## src/rtl/mips32_mem_dump.sv

```systemverilog
// rtl/mips32_mem_dump.sv - memory readback engine streaming a word range after HALTED
//
// Purpose:
//   Reads a contiguous range of words through a synchronous memory read port and
//   streams each word together with its address over a valid/ready interface.
//   Used to inspect pipe_MIPS32 memory contents once the processor has halted.
//
// Ports:
//   clk1         in   single clock, rising edge
//   rst_n        in   asynchronous active-low reset
//   halted       in   processor HALTED flag; a dump is only accepted while high
//   start        in   single-cycle dump request
//   start_addr   in   [AW] first word address, sampled on acceptance
//   count        in   [CW] number of words, sampled on acceptance
//   mem_rd_en    out  read strobe to memory
//   mem_addr     out  [AW] read address
//   mem_rd_data  in   [DW] read data, valid one cycle after mem_rd_en
//   dout_valid   out  stream word valid
//   dout_ready   in   sink ready
//   dout_data    out  [DW] word read
//   dout_addr    out  [AW] address of dout_data
//   dout_last    out  final word of the dump
//   busy         out  dump in progress
//   done         out  one-cycle pulse at dump completion
//   rejected     out  one-cycle pulse when start arrives while not halted

module mips32_mem_dump #(
  parameter int AW = 10,
  parameter int DW = 32,
  parameter int CW = 11
) (
  input  logic          clk1,
  input  logic          rst_n,
  input  logic          halted,
  input  logic          start,
  input  logic [AW-1:0] start_addr,
  input  logic [CW-1:0] count,
  output logic          mem_rd_en,
  output logic [AW-1:0] mem_addr,
  input  logic [DW-1:0] mem_rd_data,
  output logic          dout_valid,
  input  logic          dout_ready,
  output logic [DW-1:0] dout_data,
  output logic [AW-1:0] dout_addr,
  output logic          dout_last,
  output logic          busy,
  output logic          done,
  output logic          rejected
);

  typedef enum logic [1:0] {
    IDLE   = 2'd0,
    READ   = 2'd1,
    DRAIN  = 2'd2,
    FINISH = 2'd3
  } state_e;

  state_e        state_q, state_d;
  logic [AW-1:0] issue_addr_q, issue_addr_d;
  logic [CW-1:0] issue_rem_q, issue_rem_d;
  logic          rejected_q, rejected_d;

  // One read can be outstanding in the memory pipeline at a time per cycle;
  // its address and last flag travel alongside it until the data returns.
  logic          inflight_q;
  logic [AW-1:0] inflight_addr_q;
  logic          inflight_last_q;

  // Two-entry output FIFO.
  logic [DW-1:0] fifo_data_q [2];
  logic [AW-1:0] fifo_addr_q [2];
  logic [1:0]    fifo_last_q;
  logic          wr_ptr_q;
  logic          rd_ptr_q;
  logic [1:0]    fifo_cnt_q;

  logic          push;
  logic          pop;
  logic          issue;
  logic          head_last;
  logic [2:0]    committed;

  assign push      = inflight_q;
  assign dout_valid = (fifo_cnt_q != 2'd0);
  assign pop       = dout_valid && dout_ready;
  assign head_last = fifo_last_q[rd_ptr_q];

  // Entries that will still hold FIFO space after this cycle's pop: words
  // already queued plus the read in flight. A new read lands one cycle after
  // the next edge, so issuing is safe while fewer than two remain committed.
  // Counting this cycle's pop keeps one word per cycle with the sink ready.
  assign committed = {1'b0, fifo_cnt_q} + {2'b00, inflight_q} - {2'b00, pop};

  assign issue = (state_q == READ) && (issue_rem_q != '0) && (committed < 3'd2);

  always_comb begin
    state_d      = state_q;
    issue_addr_d = issue_addr_q;
    issue_rem_d  = issue_rem_q;
    rejected_d   = 1'b0;
    case (state_q)
      IDLE: begin
        if (start) begin
          if (halted) begin
            issue_addr_d = start_addr;
            issue_rem_d  = count;
            state_d      = (count == '0) ? FINISH : READ;
          end else begin
            rejected_d = 1'b1;
          end
        end
      end
      READ: begin
        if (issue) begin
          issue_addr_d = issue_addr_q + AW'(1);
          issue_rem_d  = issue_rem_q - CW'(1);
          if (issue_rem_q == CW'(1)) begin
            state_d = DRAIN;
          end
        end
      end
      DRAIN: begin
        if (pop && head_last) begin
          state_d = FINISH;
        end
      end
      FINISH: begin
        state_d = IDLE;
      end
      default: begin
        state_d = IDLE;
      end
    endcase
  end

  always_ff @(posedge clk1 or negedge rst_n) begin
    if (!rst_n) begin
      state_q      <= IDLE;
      issue_addr_q <= '0;
      issue_rem_q  <= '0;
      rejected_q   <= 1'b0;
    end else begin
      state_q      <= state_d;
      issue_addr_q <= issue_addr_d;
      issue_rem_q  <= issue_rem_d;
      rejected_q   <= rejected_d;
    end
  end

  always_ff @(posedge clk1 or negedge rst_n) begin
    if (!rst_n) begin
      inflight_q      <= 1'b0;
      inflight_addr_q <= '0;
      inflight_last_q <= 1'b0;
    end else begin
      inflight_q <= issue;
      if (issue) begin
        inflight_addr_q <= issue_addr_q;
        inflight_last_q <= (issue_rem_q == CW'(1));
      end
    end
  end

  always_ff @(posedge clk1 or negedge rst_n) begin
    if (!rst_n) begin
      fifo_data_q[0] <= '0;
      fifo_data_q[1] <= '0;
      fifo_addr_q[0] <= '0;
      fifo_addr_q[1] <= '0;
      fifo_last_q    <= '0;
      wr_ptr_q       <= 1'b0;
      rd_ptr_q       <= 1'b0;
      fifo_cnt_q     <= '0;
    end else begin
      if (push) begin
        fifo_data_q[wr_ptr_q] <= mem_rd_data;
        fifo_addr_q[wr_ptr_q] <= inflight_addr_q;
        fifo_last_q[wr_ptr_q] <= inflight_last_q;
        wr_ptr_q              <= ~wr_ptr_q;
      end
      if (pop) begin
        rd_ptr_q <= ~rd_ptr_q;
      end
      fifo_cnt_q <= fifo_cnt_q + {1'b0, push} - {1'b0, pop};
    end
  end

  assign mem_rd_en = issue;
  assign mem_addr  = issue ? issue_addr_q : '0;
  assign dout_data = dout_valid ? fifo_data_q[rd_ptr_q] : '0;
  assign dout_addr = dout_valid ? fifo_addr_q[rd_ptr_q] : '0;
  assign dout_last = dout_valid && head_last;
  assign busy      = (state_q == READ) || (state_q == DRAIN);
  assign done      = (state_q == FINISH);
  assign rejected  = rejected_q;

endmodule

```

## config.mk

```make
export PLATFORM = sky130hd
export DESIGN_NAME = mips32_mem_dump
export DESIGN_NICKNAME = d
export VERILOG_FILES = /design/src/rtl/mips32_mem_dump.sv
export SDC_FILE = /design/constraint.sdc
export NUM_CORES = 1
export LEC_CHECK = 0
export CORE_MARGIN = 2
export CORE_UTILIZATION = 52
export DETAILED_ROUTE_END_ITERATION = 7
export GPL_TIMING_DRIVEN = 0
export HOLD_SLACK_MARGIN = 0.12
export PLACE_DENSITY_LB_ADDON = 0.1
export SYNTH_ARGS = -nofsm -noshare
export SYNTH_HDL_FRONTEND = slang
export SYNTH_SLANG_ARGS = --single-unit
```

## constraint.sdc

```tcl
create_clock -name clk1 -period 3.4 [get_ports clk1]
set_input_delay 0.51 -clock clk1 [delete_from_list [all_inputs] [get_ports clk1]]
set_output_delay 0.51 -clock clk1 [all_outputs]
set_load 0.005 [all_outputs]
```

==> impl_metrics.ini, run 1 <==
[worst_setup_path]
cp_max_fo = 3
cp_num_buf_inv = 6
crit_chain = o21ai_2 -> inv_1 -> ha_1 -> inv_1 -> ha_2 -> inv_2 -> fa_2 -> xnor2_4 -> nand3_4 -> nor2_4 -> clkbuf_8 -> buf_6 -> and2_4 -> clkdlybuf4s15_2
cp.arrival_ns = 3.02
critPathMaxStageDelay_ns = 0.41
crit_family = adder cells
crit_type = reg2out
startpoint_type = flop
cp.required_ns = 2.89
cpMostUsedCell = inv_1
end_kind = output port
cpMaxStageDelayCell = dfrtp_2

[final_layout]
drive_gt1_frac = 0.279
final_nets = 732
area_growth_pct = 37.7
fillCellCount = 822
n_antenna_cell = 0
multi_input_area_um2 = 2840
finish.utilization = 0.733
final_cells = 820
design_area_um2 = 8370
seqCellArea_um2 = 3150

[clock_network]
clk_path_buf_depth = 2
clock-root-buffer = clkbuf_16
cts_tree = done
clock_sinks = 126
path_clk_slew_ns = 0.05
h-tree-depth = 4
numCtsBuffers = 17
insertion_delay_ns = 0.41

[floorplan]
pin_count = 116
die_h_um = 112
die_area_um2 = 12600
row_count = 39
core_area_um2 = 11400
initial_core_util = 0.532
fp.dieW_um = 112

[yosys]
avgSynthCellArea_um2 = 11.9
synth_cell_type_count = 54
ys.flop_type = dfrtp_1
async_flop_share = 1.00
ys_seq_elements = 126
synth_fp_nets = 577
seq_area_frac_synth = 0.519
yosysWarnings = 0
synth_area_um2 = 6080
synth_edf_count = 0
synth_cells = 509

[grt]
grt_pass1_wl_mm = 24.2
grt.overflow.total = 0
antenna_found_initial = 0
grt.total_usage = 0.246
grt_max_degree = 73
grt_pass1_vias = 4828

[pwr]
power_switching_mw = 3.06
comb_power_share = 0.479
cellPowerDensity_nw_per_um2 = 1110
p_total_mw = 9.26
p_int_mw = 6.20
seqPwrFrac = 0.298
sw_frac_of_total = 0.330
clock_power_share = 0.223
power_leakage_nw = 3.60
peakVddDrop_uv = 635

[timing]
timing.final.setup_violations = 10
post-route-period-util = 1.04
rsz0062_at_grt = true
max_clock_freq_mhz = 283
finalWorstSetupSlack_ns = -0.133
tightest_slew_ns = 0.839
skew_ns = 0.00724
hold_viol_final = 0
whs_ns = 0.500
totalNegativeSetupSlack_ns = -0.943
maxSlewHeadroom = 0.440
period_needed_ns = 3.53
report.final.slew_viol_count = 0

[drt]
drt_iter0_markers = 273
wirelength_mm = 14.7
drtPass1Iterations = 4
ant_nets = 0
dr_total_vias = 4595
drc = 0
wl_per_cell_um = 17.9
viasPerCell = 5.60

[run_status]
violations = negative setup slack
status = finished with violations

[placement]
gp_congestion = 0.870
dp_hpwl_mm = 9.64
placedInstanceArea_um2 = 7430
dp.cells = 768
place_ws_ns = -0.970
port_buffers = 115

[worst_hold_path]
holdCritPathClass = reg2reg

[flow_run]
max_cap_viol_count = 0
final cells by class:
| cell class | count | area share |
|---|---|---|
| buffer | 27 | 0.0155 |
| clock buffer | 21 | 0.0562 |
| clock inverter | 11 | 0.0251 |
| inverter | 13 | 0.00583 |
| multi-input combinational | 343 | 0.340 |
| sequential | 126 | 0.377 |
| tap | 143 | 0.0214 |
| timing repair buffer | 136 | 0.160 |
metal layers:
layer | GRT usage | vias to the layer above | share of wire
li1 | - | 2143 | -
met1 | 0.315 | 2296 | 0.43
met2 | 0.405 | 134 | 0.50
met3 | 0.0653 | 22 | 0.052
met4 | 0.0927 | 0 | 0.014
met5 | 0 | - | 0
sequential cells by signal, summed over array words and instances (netlist names):
name and count:
wr_ptr_q 1, state_q 2, fifo_data_q 64, inflight_last_q 1, rd_ptr_q 1, fifo_addr_q 20, inflight_addr_q 10, inflight_q 1
fifo_cnt_q 2, issue_rem_q 11, fifo_last_q 2, issue_addr_q 10, rejected 1
final timing paths:
| kind | from | endpoint | slack (ns) | cells past startpoint |
|---|---|---|---|---|
| worst max-delay path | fifo_cnt_q[1] | mem_addr[7] | -0.13 | 14 |
| worst min-delay path | wr_ptr_q | wr_ptr_q | 0.50 | 1 |
| worst max register to register | fifo_cnt_q[1] | issue_addr_q[8] | 0.14 | 15 |
| worst min register to register | wr_ptr_q | wr_ptr_q | 0.50 | 1 |
| max in group asynchronous | rst_n | inflight_addr_q[1] | 2.04 | 3 |
| min in group asynchronous | rst_n | fifo_data_q[7] | 0.62 | 2 |
cell families after synthesis:
logic type / count (synthesis) / synth area share
mux: 142 / 0.254
fa+ha+maj: 10 / 0.0218
buf+inv: 40 / 0.0262
simple gates: 139 / 0.114
xor+xnor: 3 / 0.00433
compound gates: 49 / 0.0608
flops: 126 / 0.519
timing repair:
action / 4_1_cts / 5_1_grt
gates cloned: 1 / 0
setup endpoints to repair: 18 / 22
buffers inserted: 16 / 3
hold endpoints to repair: 54 / 0
resized for setup: 71 / 8
hold buffers: 1 / 0
pin swaps: 5 / 4
cell usage in the layout (no fill, tap or decap), types with 5 or more instances in the layout:
cell type,synthesis,layout
inv_1,13,12
or3_1,5,5
o21ai_0,8,7
and2_4,0,6
buf_6,1,11
bufinv_16,0,6
nand2_1,16,16
clkdlybuf4s50_1,0,102
nor2_1,61,59
clkbuf_1,23,23
a31oi_1,5,5
mux2i_1,46,46
clkbuf_16,0,17
ha_1,9,8
a221o_1,6,6
nand3_1,11,10
nor3_1,10,10
buf_4,0,15
dfrtp_1,126,125
mux2_2,96,96
power groups by stage:
stage | clock (mW) | combinational (mW) | sequential, mW
finish | 2.06 | 4.43 | 2.76
CTS | 2.09 | 4.38 | 2.75
detailed placement | 0 | 4.04 | 2.76
global route | 2.16 | 4.82 | 2.85
global placement | 0 | 3.93 | 2.71
floorplan | 0 | 2.47 | 2.61
cells in the mapped netlist, types with 3 or more instances:
library cell,count,area (um2)
mux2_2,96,1080
dfrtp_1,126,3150
nor2_1,61,229
nor3_1,10,50.1
a31oi_1,5,31.3
and3_1,4,25.0
o22ai_1,4,25.0
o221a_2,3,33.8
o21ai_1,3,15.0
inv_1,13,48.8
a32oi_1,3,26.3
a21oi_1,3,15.0
or3_1,5,31.3
nand2_1,16,60.1
clkbuf_1,23,86.3
and2_1,10,62.6
a221o_1,6,60.1
o21ai_0,8,40.0
nand3_1,11,55.1
mux2i_1,46,460
nor4_1,4,25.0
ha_1,9,113
(Power assumes the default switching activity.)
==> inputs of run 2 (changes only) <==
- CORE_UTILIZATION: 52 -> 63
- DONT_BUFFER_PORTS: unset -> 1
==> impl_metrics.ini, run 2 (same netlist as run 1, synthesis figures left out) <==
[run_status]
status = completed

[placement]
port_buffers = 0
place_ws_ns = -0.181
placedInstanceArea_um2 = 6240
gp_congestion = 0.920
dp_hpwl_mm = 8.50

[drt]
met3_wirelength_um = 909
wl_per_cell_um = 18.5
viasPerCell = 6.01
route.met2.wl_mm = 6.37
highest_layer = met4
dr_total_vias = 4102
wl_met1_mm = 5.22
drtPass1Iterations = 5
ant_nets = 0
drt_iter0_markers = 210
wirelength_mm = 12.7
drc = 0

[final_layout]
multi_input_area_um2 = 2800
finish.utilization = 0.754
largest-register = fifo_data_q
design_area_um2 = 7000
layout_commonest_cell = dfrtp_1
reg_top3 = fifo_data_q: 64 flops, fifo_addr_q: 20 flops, issue_rem_q: 11 flops
area_growth_pct = 15.2
final_nets = 609
drive_gt1_frac = 0.291
largest_reg_flops = 64
seqCellArea_um2 = 3150
layout_common_cells = dfrtp_1, mux2_2, nor2_1
fillCellCount = 655
n_antenna_cell = 0

[timing]
hold_viol_final = 0
finalWorstSetupSlack_ns = 0.0578
report.final.slew_viol_count = 0
totalNegativeSetupSlack_ns = 0
period_needed_ns = 3.34
rsz0062_at_grt = true
timing.final.setup_violations = 0
tightest_slew_ns = 0.832
maxSlewHeadroom = 0.444
post-route-period-util = 0.983
skew_ns = 0.00908
whs_ns = 0.144
max_clock_freq_mhz = 299

[grt]
antenna_found_initial = 0
grt_max_degree = 127
grt_pass1_vias = 4101
grt.overflow.total = 0
grt_pass1_wl_mm = 20.3
grt.total_usage = 0.255

[clock_network]
insertion_delay_ns = 0.51
h-tree-depth = 4
clock-root-buffer = clkbuf_8
clock_sinks = 126
numCtsBuffers = 17
clk_path_buf_depth = 2
path_clk_slew_ns = 0.06
cts_tree = done

[worst_setup_path]
crit_type = reg2out
cp_max_fo = 11
cp.arrival_ns = 2.83
cp.required_ns = 2.89
startpoint_type = flop
end_kind = output port

[floorplan]
die_h_um = 102
die_area_um2 = 10400
row_count = 35
initial_core_util = 0.654
fp.dieW_um = 102
core_area_um2 = 9280
pin_count = 116

[flow_run]
max_cap_viol_count = 0

[pwr]
sw_frac_of_total = 0.363
p_int_mw = 4.91
clock_power_share = 0.227
seqPwrFrac = 0.356
peakVddDrop_uv = 644
power_leakage_nw = 3.03
cellPowerDensity_nw_per_um2 = 1100
power_switching_mw = 2.80
comb_power_share = 0.416

[worst_hold_path]
holdCritPathClass = in2reg
-- run 2: per-stage QoR --
step	power (mW)	instances
6_report	7.71	683
4_1_cts	7.70	680
3_3_place_gp	5.63	638
3_5_place_dp	5.77	638
5_1_grt	8.25	683
2_1_floorplan	5.08	509
-- run 2: worst max-delay path, stage by stage (launching register included) --
cell and delay [ns]:
dfrtp_2 0.40, o21ai_2 0.15, inv_1 0.06, ha_1 0.26, inv_1 0.06, ha_2 0.17, inv_2 0.04, fa_2 0.35
xnor2_2 0.21, nand3_2 0.13, nor2_4 0.20, buf_8 0.14, and2_1 0.15
-- run 2: area by class of cell --
type                       count  area share
clock inverter                12      0.0195
buffer                        27      0.0182
timing repair buffer          13      0.0179
inverter                      13     0.00697
clock buffer                  20      0.0637
sequential                   126       0.451
tap                          129      0.0231
multi-input combinational    343       0.400
-- run 2: layer usage --
metal / up-vias / global-route usage
li1: 1895 / -
met1: 2067 / 0.320
met2: 124 / 0.425
met3: 16 / 0.0725
met4: 0 / 0.0964
met5: - / 0
-- run 2: power by group through the flow --
stage / clock (mW) / combinational, mW / sequential [mW]
floorplan: 0 / 2.47 / 2.61
global placement: 0 / 2.92 / 2.71
detailed placement: 0 / 3.00 / 2.77
CTS: 1.76 / 3.19 / 2.74
global route: 1.84 / 3.57 / 2.85
finish: 1.75 / 3.21 / 2.75
-- run 2: final timing paths --
| kind | slack, ns | depth (start not counted) | from | to |
|---|---|---|---|---|
| worst max register to register | 0.19 | 13 | fifo_cnt_q[1] | issue_addr_q[8] |
| max in group asynchronous | 2.31 | 2 | rst_n | fifo_cnt_q[1] |
| worst min register to register | 0.50 | 1 | fifo_data_q[15] | fifo_data_q[15] |
| worst min-delay path | 0.14 | 2 | start_addr[6] | issue_addr_q[6] |
| min in group asynchronous | 0.58 | 2 | rst_n | issue_rem_q[8] |
| worst max-delay path | 0.06 | 12 | fifo_cnt_q[1] | mem_addr[6] |
-- run 2: timing repair --
| item | CTS | global route |
|---|---|---|
| setup endpoints to repair | 18 | 13 |
| buffers inserted | 6 | 3 |
| resized for setup | 12 | 6 |
| pin swaps | 3 | 3 |
| hold endpoints to repair | 127 | 0 |
| cloned | 0 | 0 |
| hold buffers | 4 | 0 |
